===== config.mk =====
export PLATFORM = sky130hd
export DESIGN_NAME = rs_entry_issue_array
export DESIGN_NICKNAME = d
export VERILOG_FILES = /design/src/rtl/rs_entry_issue_array.sv
export SDC_FILE = /design/constraint.sdc
export NUM_CORES = 2
export LEC_CHECK = 0
export BUFFER_PORTS_ARGS = -buffer_cell sky130_fd_sc_hd__buf_2
export CORE_MARGIN = 2
export CORE_UTILIZATION = 44
export CTS_CLUSTER_SIZE = 24
export DETAILED_ROUTE_END_ITERATION = 16
export HOLD_SLACK_MARGIN = 0.02
export SYNTH_ARGS = -nofsm -noshare
export SYNTH_HDL_FRONTEND = slang
export SYNTH_HIERARCHICAL = 1
export SYNTH_SLANG_ARGS = --single-unit

===== constraint.sdc =====
create_clock -name clock -period 5.6 [get_ports clock]
set_input_delay 1.12 -clock clock [delete_from_list [all_inputs] [get_ports clock]]
set_output_delay 1.12 -clock clock [all_outputs]
set_load 0.01 [all_outputs]

===== src/rtl/rs_entry_issue_array.sv =====
// Reservation-station entry array with CDB wakeup, dual allocation and a two-slot issue register.
// Optional macro RS_CDB_BYPASS_EN: a dispatching source that matches a same-cycle CDB tag is stored ready.
module rs_entry_issue_array #(
  parameter int RS_SIZE   = 8,
  parameter int TAG_W     = 6,
  parameter int PAYLOAD_W = 64,
  parameter int CNT_W     = 4
) (
  input  logic                     clock,
  input  logic                     reset_n,
  input  logic [1:0]               disp_valid,
  input  logic [4*TAG_W-1:0]       disp_src_tag,
  input  logic [3:0]               disp_src_rdy,
  input  logic [2*PAYLOAD_W-1:0]   disp_payload,
  input  logic [1:0]               cdb_valid,
  input  logic [2*TAG_W-1:0]       cdb_tag,
  output logic [RS_SIZE-1:0]       rs_ready,
  input  logic [RS_SIZE-1:0]       gnt0,
  input  logic [RS_SIZE-1:0]       gnt1,
  input  logic                     iss_stall,
  output logic [1:0]               iss_valid,
  output logic [2*PAYLOAD_W-1:0]   iss_payload,
  output logic [CNT_W-1:0]         rs_free_cnt,
  output logic                     rs_full
);

  function automatic logic cdb_hit(input logic [TAG_W-1:0] tag,
                                   input logic [1:0] vld,
                                   input logic [2*TAG_W-1:0] tags);
    return (vld[0] && (tags[TAG_W-1:0] == tag)) ||
           (vld[1] && (tags[2*TAG_W-1:TAG_W] == tag));
  endfunction

  function automatic logic [RS_SIZE-1:0] lowest_one(input logic [RS_SIZE-1:0] v);
    return v & (~v + {{(RS_SIZE-1){1'b0}}, 1'b1});
  endfunction

  function automatic logic [CNT_W-1:0] popcount(input logic [RS_SIZE-1:0] v);
    logic [CNT_W-1:0] pc;
    pc = {CNT_W{1'b0}};
    for (int i = 0; i < RS_SIZE; i++) begin
      pc = pc + CNT_W'(v[i]);
    end
    return pc;
  endfunction

  logic [RS_SIZE-1:0]   valid_q, valid_d;
  logic [RS_SIZE-1:0]   rdy1_q, rdy1_d;
  logic [RS_SIZE-1:0]   rdy2_q, rdy2_d;
  logic [TAG_W-1:0]     tag1_q [RS_SIZE];
  logic [TAG_W-1:0]     tag1_d [RS_SIZE];
  logic [TAG_W-1:0]     tag2_q [RS_SIZE];
  logic [TAG_W-1:0]     tag2_d [RS_SIZE];
  logic [PAYLOAD_W-1:0] pay_q  [RS_SIZE];
  logic [PAYLOAD_W-1:0] pay_d  [RS_SIZE];

  logic [1:0]             iss_valid_q, iss_valid_d;
  logic [2*PAYLOAD_W-1:0] iss_payload_q, iss_payload_d;
  logic [CNT_W-1:0]       free_cnt_q, free_cnt_d;
  logic                   full_q, full_d;

  logic [RS_SIZE-1:0]   rdy_vec_s;
  logic [RS_SIZE-1:0]   g0_s, g1_s;
  logic [RS_SIZE-1:0]   a0_s, a1_s, alloc0_s, alloc1_s;
  logic [PAYLOAD_W-1:0] sel0_s, sel1_s;
  logic [3:0]           new_rdy_s;

  assign rdy_vec_s = valid_q & rdy1_q & rdy2_q;
  assign rs_ready  = rdy_vec_s;

  // Grants are qualified by readiness and stall; an overlapping gnt1 bit loses to gnt0.
  assign g0_s = lowest_one(gnt0 & rdy_vec_s) & {RS_SIZE{~iss_stall}};
  assign g1_s = lowest_one(gnt1 & rdy_vec_s & ~g0_s) & {RS_SIZE{~iss_stall}};

  // Allocation only sees entries free at the start of the cycle.
  assign a0_s     = lowest_one(~valid_q);
  assign a1_s     = lowest_one(~valid_q & ~a0_s);
  assign alloc0_s = a0_s & {RS_SIZE{disp_valid[0]}};
  assign alloc1_s = a1_s & {RS_SIZE{disp_valid[1]}};

  // Readiness of the four dispatching sources
  always_comb begin
    new_rdy_s = disp_src_rdy;
`ifdef RS_CDB_BYPASS_EN
    for (int k = 0; k < 4; k++) begin
      if (cdb_hit(disp_src_tag[k*TAG_W +: TAG_W], cdb_valid, cdb_tag)) begin
        new_rdy_s[k] = 1'b1;
      end else begin
        new_rdy_s[k] = disp_src_rdy[k];
      end
    end
`else
    new_rdy_s = disp_src_rdy;
`endif
  end

  // AND-OR payload mux for the granted entries
  always_comb begin
    sel0_s = {PAYLOAD_W{1'b0}};
    sel1_s = {PAYLOAD_W{1'b0}};
    for (int i = 0; i < RS_SIZE; i++) begin
      sel0_s = sel0_s | (pay_q[i] & {PAYLOAD_W{g0_s[i]}});
      sel1_s = sel1_s | (pay_q[i] & {PAYLOAD_W{g1_s[i]}});
    end
  end

  // Entry next state: free on issue, write on allocate, wake up on CDB match
  always_comb begin
    valid_d = (valid_q & ~g0_s & ~g1_s) | alloc0_s | alloc1_s;
    rdy1_d  = rdy1_q;
    rdy2_d  = rdy2_q;
    tag1_d  = tag1_q;
    tag2_d  = tag2_q;
    pay_d   = pay_q;
    for (int i = 0; i < RS_SIZE; i++) begin
      if (alloc0_s[i]) begin
        tag1_d[i] = disp_src_tag[0*TAG_W +: TAG_W];
        tag2_d[i] = disp_src_tag[1*TAG_W +: TAG_W];
        rdy1_d[i] = new_rdy_s[0];
        rdy2_d[i] = new_rdy_s[1];
        pay_d[i]  = disp_payload[0 +: PAYLOAD_W];
      end else if (alloc1_s[i]) begin
        tag1_d[i] = disp_src_tag[2*TAG_W +: TAG_W];
        tag2_d[i] = disp_src_tag[3*TAG_W +: TAG_W];
        rdy1_d[i] = new_rdy_s[2];
        rdy2_d[i] = new_rdy_s[3];
        pay_d[i]  = disp_payload[PAYLOAD_W +: PAYLOAD_W];
      end else begin
        rdy1_d[i] = rdy1_q[i] | cdb_hit(tag1_q[i], cdb_valid, cdb_tag);
        rdy2_d[i] = rdy2_q[i] | cdb_hit(tag2_q[i], cdb_valid, cdb_tag);
      end
    end
  end

  // Issue register and free-count next state
  always_comb begin
    iss_valid_d   = iss_valid_q;
    iss_payload_d = iss_payload_q;
    if (!iss_stall) begin
      iss_valid_d = {|g1_s, |g0_s};
      if (|g0_s) begin
        iss_payload_d[0 +: PAYLOAD_W] = sel0_s;
      end else begin
        iss_payload_d[0 +: PAYLOAD_W] = iss_payload_q[0 +: PAYLOAD_W];
      end
      if (|g1_s) begin
        iss_payload_d[PAYLOAD_W +: PAYLOAD_W] = sel1_s;
      end else begin
        iss_payload_d[PAYLOAD_W +: PAYLOAD_W] = iss_payload_q[PAYLOAD_W +: PAYLOAD_W];
      end
    end else begin
      iss_valid_d   = iss_valid_q;
      iss_payload_d = iss_payload_q;
    end
    free_cnt_d = popcount(~valid_d);
    full_d     = (free_cnt_d < CNT_W'(2));
  end

  // Entry storage
  always_ff @(posedge clock or negedge reset_n) begin
    if (!reset_n) begin
      valid_q <= {RS_SIZE{1'b0}};
      rdy1_q  <= {RS_SIZE{1'b0}};
      rdy2_q  <= {RS_SIZE{1'b0}};
      for (int i = 0; i < RS_SIZE; i++) begin
        tag1_q[i] <= {TAG_W{1'b0}};
        tag2_q[i] <= {TAG_W{1'b0}};
        pay_q[i]  <= {PAYLOAD_W{1'b0}};
      end
    end else begin
      valid_q <= valid_d;
      rdy1_q  <= rdy1_d;
      rdy2_q  <= rdy2_d;
      tag1_q  <= tag1_d;
      tag2_q  <= tag2_d;
      pay_q   <= pay_d;
    end
  end

  // Issue register and status outputs
  always_ff @(posedge clock or negedge reset_n) begin
    if (!reset_n) begin
      iss_valid_q   <= 2'b00;
      iss_payload_q <= {(2*PAYLOAD_W){1'b0}};
      free_cnt_q    <= CNT_W'(RS_SIZE);
      full_q        <= 1'b0;
    end else begin
      iss_valid_q   <= iss_valid_d;
      iss_payload_q <= iss_payload_d;
      free_cnt_q    <= free_cnt_d;
      full_q        <= full_d;
    end
  end

  assign iss_valid   = iss_valid_q;
  assign iss_payload = iss_payload_q;
  assign rs_free_cnt = free_cnt_q;
  assign rs_full     = full_q;

`ifndef SYNTHESIS
  rs_entry_issue_array_chk #(.RS_SIZE(RS_SIZE), .CNT_W(CNT_W)) u_chk (
    .clock       (clock),
    .reset_n     (reset_n),
    .gnt0        (gnt0),
    .gnt1        (gnt1),
    .rs_free_cnt (free_cnt_q)
  );
`endif

endmodule

// Protocol checker: overlapping grants and an out-of-range free count.
module rs_entry_issue_array_chk #(
  parameter int RS_SIZE = 8,
  parameter int CNT_W   = 4
) (
  input logic               clock,
  input logic               reset_n,
  input logic [RS_SIZE-1:0] gnt0,
  input logic [RS_SIZE-1:0] gnt1,
  input logic [CNT_W-1:0]   rs_free_cnt
);

  a_gnt_overlap: assert property (@(posedge clock) disable iff (!reset_n)
    ((gnt0 & gnt1) == {RS_SIZE{1'b0}}))
    else $error("rs_entry_issue_array: gnt0 and gnt1 overlap");

  a_free_range: assert property (@(posedge clock) disable iff (!reset_n)
    (rs_free_cnt <= CNT_W'(RS_SIZE)))
    else $error("rs_entry_issue_array: free count out of range");

endmodule


==> reports/results.txt <==
RSZ-0062 raised after global routing -> false
Synth-to-Final Area Change -> 12.9%
worst path arrival time -> 5.33 ns
Post-synth top flop -> dfrtp_1
grt total ovfl -> 0
Top Ports -> 334
P per Cell Area -> 592 nW/um^2
Slowest-stage cell, CP -> dfrtp_1
cell area after synthesis -> 41900 sq um
Filler Cell Count -> 8648
layout cell share with drive strength beyond 1 -> 0.156
First DRT Iteration DRCs -> 5888
global-route wire length before repair -> 246000 um
CTS clk-pin slew, worst paths -> 0.06 ns
CTS tree -> built
Nets -> 4513
Worst Clk Skew -> 0.0293 ns
Net Count, Synth -> 4475
Ys Warns -> 6
critical-path cell list -> nand4_1 -> and2_1 -> o31ai_4 -> nor2_4 -> o311ai_0 -> inv_1 -> fa_1 -> fa_1 -> fa_1 -> ha_1 -> inv_1 -> fa_1 -> xnor2_1 -> nor3_1
Worst Max-Slew Pin Slew -> 1.30 ns
via count of the first global-routing pass -> 35500
Required @ worst endpoint -> 6.15 ns
CTS Buf Count -> 89
crit path from -> valid_q[1]
Final Cell Area -> 47300 sq um
Die W -> 312 um
post-CTS setup repair buffer count -> 0
Root Buffer -> clkbuf_16
post-CTS sizing -> 0
Buffers on Ports -> 333
Total GRT Usage -> 0.337
VDD IR-drop max -> 360 uV
Unique masters post-synth -> 69
sequential fraction of the synthesis area -> 0.459
fin crit share -> 0.852
per-cell routed wire length -> 29.7 um
Yosys reg bits -> 767
Setup CP Type -> register to register
initial core utilization -> 0.443
post-layout min period -> 4.77 ns
router iterations before antenna repair -> 10
kind of end point of the critical path -> register
Hold Fails Final Rpt -> 0
largest net degree at the start of global routing -> 157
worst-path maximum fanout -> 16
detailed placer's ending HPWL -> 91700 um
max_cap viols -> 0
most used cell, CP -> fa_1
Fmax -> 0.209 GHz
Avg Inst Size Synth -> 9.79 sq um
number of H-tree levels -> 3
HP Class -> input port to asynchronous set/reset pin
site row count -> 113
Slew Limit Fails -> 0
final wirelength -> 168000 um
Mapped Cells -> 4277
Vias/cell -> 6.46
number of synthesized flops with an enable pin -> 0
DRC violations left -> 0
Slew headroom -> 0.136
endpoints failing setup -> 0
CTS Sinks -> 767
Clock Latency Late Sink -> 0.67 ns
placed cell area -> 44300 sq um
CP startpoint kind -> register
flop2flop setup slack -> 0.83 ns
hold_buf cts -> 0
GP Congestion -> 0.897
status -> finished, final reports clean
Hold WS -> 0.453 ns
TNS Setup -> 0 ns
worst-case clock buffer depth -> 3
core area -> 94600 sq um
FFs w/ async S/R, synth -> 1.00
initial antenna violation count -> 29
DRT antenna net count -> 0
Die ar. -> 97600 sq um
leakage -> 0.0210 uW
via count -> 36602
CP peak stage delay -> 0.71 ns
reg2reg start -> valid_q[1]
DIE HEIGHT -> 312 um
## registers in the layout, summed over array words and instances (netlist names)
register / count
pay_q: 512
iss_payload: 128
tag1_q: 48
tag2_q: 48
rdy1_q: 8
rdy2_q: 8
valid_q: 8
rs_free_cnt: 4
iss_valid: 2
rs_full: 1
## kinds of logic after synthesis
family                     synth area share
AOI/OAI and AO/OA                     0.182
xor gates and xnor gates             0.0410
adders and majority gates           0.00305
buffers and inverters                0.0477
DFF                                   0.459
muxes                                 0.149
and+or+nand+nor                       0.118
## final timing paths
check                                  endpoint  cells past startpoint
max in group asynchronous            pay_q[300]                      2
worst max-delay path                    rs_full                     14
worst min register to register  iss_payload[40]                      2
min in group clock              iss_payload[40]                      2
worst max register to register          rs_full                     14
worst min-delay path                 pay_q[455]                      1
## report_power, final
| part | switching [uW] | internal, uW | total (uW) |
|---|---|---|---|
| sequential | 2650 | 8430 | 11100 |
| combinational | 6480 | 4410 | 10900 |
| clock | 2480 | 3550 | 6020 |
| total | 11600 | 16400 | 28000 |
## synth_stat cells (64+ instances only)
cell	count	area share
a211oi_1	69	0.012
a21o_1	69	0.012
a21oi_1	166	0.020
a221o_1	64	0.015
a221oi_1	64	0.013
a222oi_1	128	0.031
a22oi_1	64	0.011
a41oi_1	64	0.013
and3_1	81	0.012
buf_1	70	0.0063
buf_2	78	0.0093
clkbuf_1	301	0.027
dfrtp_1	766	0.46
mux2_2	78	0.021
mux2i_1	536	0.13
nand2_1	591	0.053
nand3_1	74	0.0088
nand4_1	102	0.015
nor2_1	172	0.015
o21ai_0	384	0.046
xnor2_1	99	0.021
xor2_1	97	0.020
## area by class of cell
class,instances,area (sq um),area share
Multi-Input combinational cell,3025,20900,0.443
Sequential cell,767,19200,0.406
Clock buffer,130,2600,0.0550
Timing Repair Buffer,415,2480,0.0525
Tap cell,1265,1580,0.0335
Clock inverter,34,385,0.00815
Inverter,17,63.8,0.00135
Antenna cell,10,25.0,0.000529
## worst max-delay path: cells and delay by family (launching register included)
family | cells | cell delay (ns)
buffers and inverters | 2 | 0.17
AND/OR/NAND/NOR | 4 | 0.70
AO/OA/AOI/OAI | 2 | 0.78
flip-flops | 1 | 0.71
adder cells (fa/ha/maj) | 5 | 2.06
XOR/XNOR | 1 | 0.23
## layer usage
metal	share of wire	up-vias	global-route usage
li1	-	15826	-
met1	0.41	18020	0.465
met2	0.44	2250	0.513
met3	0.11	476	0.0835
met4	0.041	30	0.126
met5	0.0010	-	0
## placed cells by master, fill, tap and decap left out, types with 10 or more instances in the layout
| cell type | count |
|---|---|
| diode_2 | 10 |
| buf_4 | 67 |
| and3_1 | 78 |
| buf_12 | 15 |
| a221o_1 | 64 |
| clkbuf_1 | 19 |
| mux2_2 | 78 |
| a221oi_1 | 64 |
| a222oi_1 | 128 |
| xor2_1 | 97 |
| a41oi_1 | 64 |
| a21oi_1 | 165 |
| mux2i_1 | 536 |
| nor4_1 | 36 |
| a211oi_1 | 68 |
| nor2_1 | 165 |
| clkbuf_8 | 22 |
| a22oi_1 | 64 |
| inv_1 | 17 |
| nand2_1 | 590 |
| o21ai_0 | 384 |
| a21o_1 | 68 |
| clkbuf_16 | 89 |
| xnor2_1 | 99 |
| nand3_1 | 73 |
| nand4_1 | 102 |
| clkinv_2 | 19 |
| buf_2 | 332 |
| dfrtp_1 | 766 |
## through the flow
step | std cells | setup slack (ns) | power [uW] | utilization
floorplan | 4277 | 0.556 | 17400 | -
global placement | 5489 | 0.362 | 21500 | 0.468
detailed placement | 5489 | 0.377 | 21700 | 0.468
CTS | 5653 | 0.887 | 27800 | 0.499
global route | 5660 | 0.575 | 29500 | 0.500
finish | 5663 | 0.826 | 28000 | 0.500
Power figures use the tool's default switching activity.
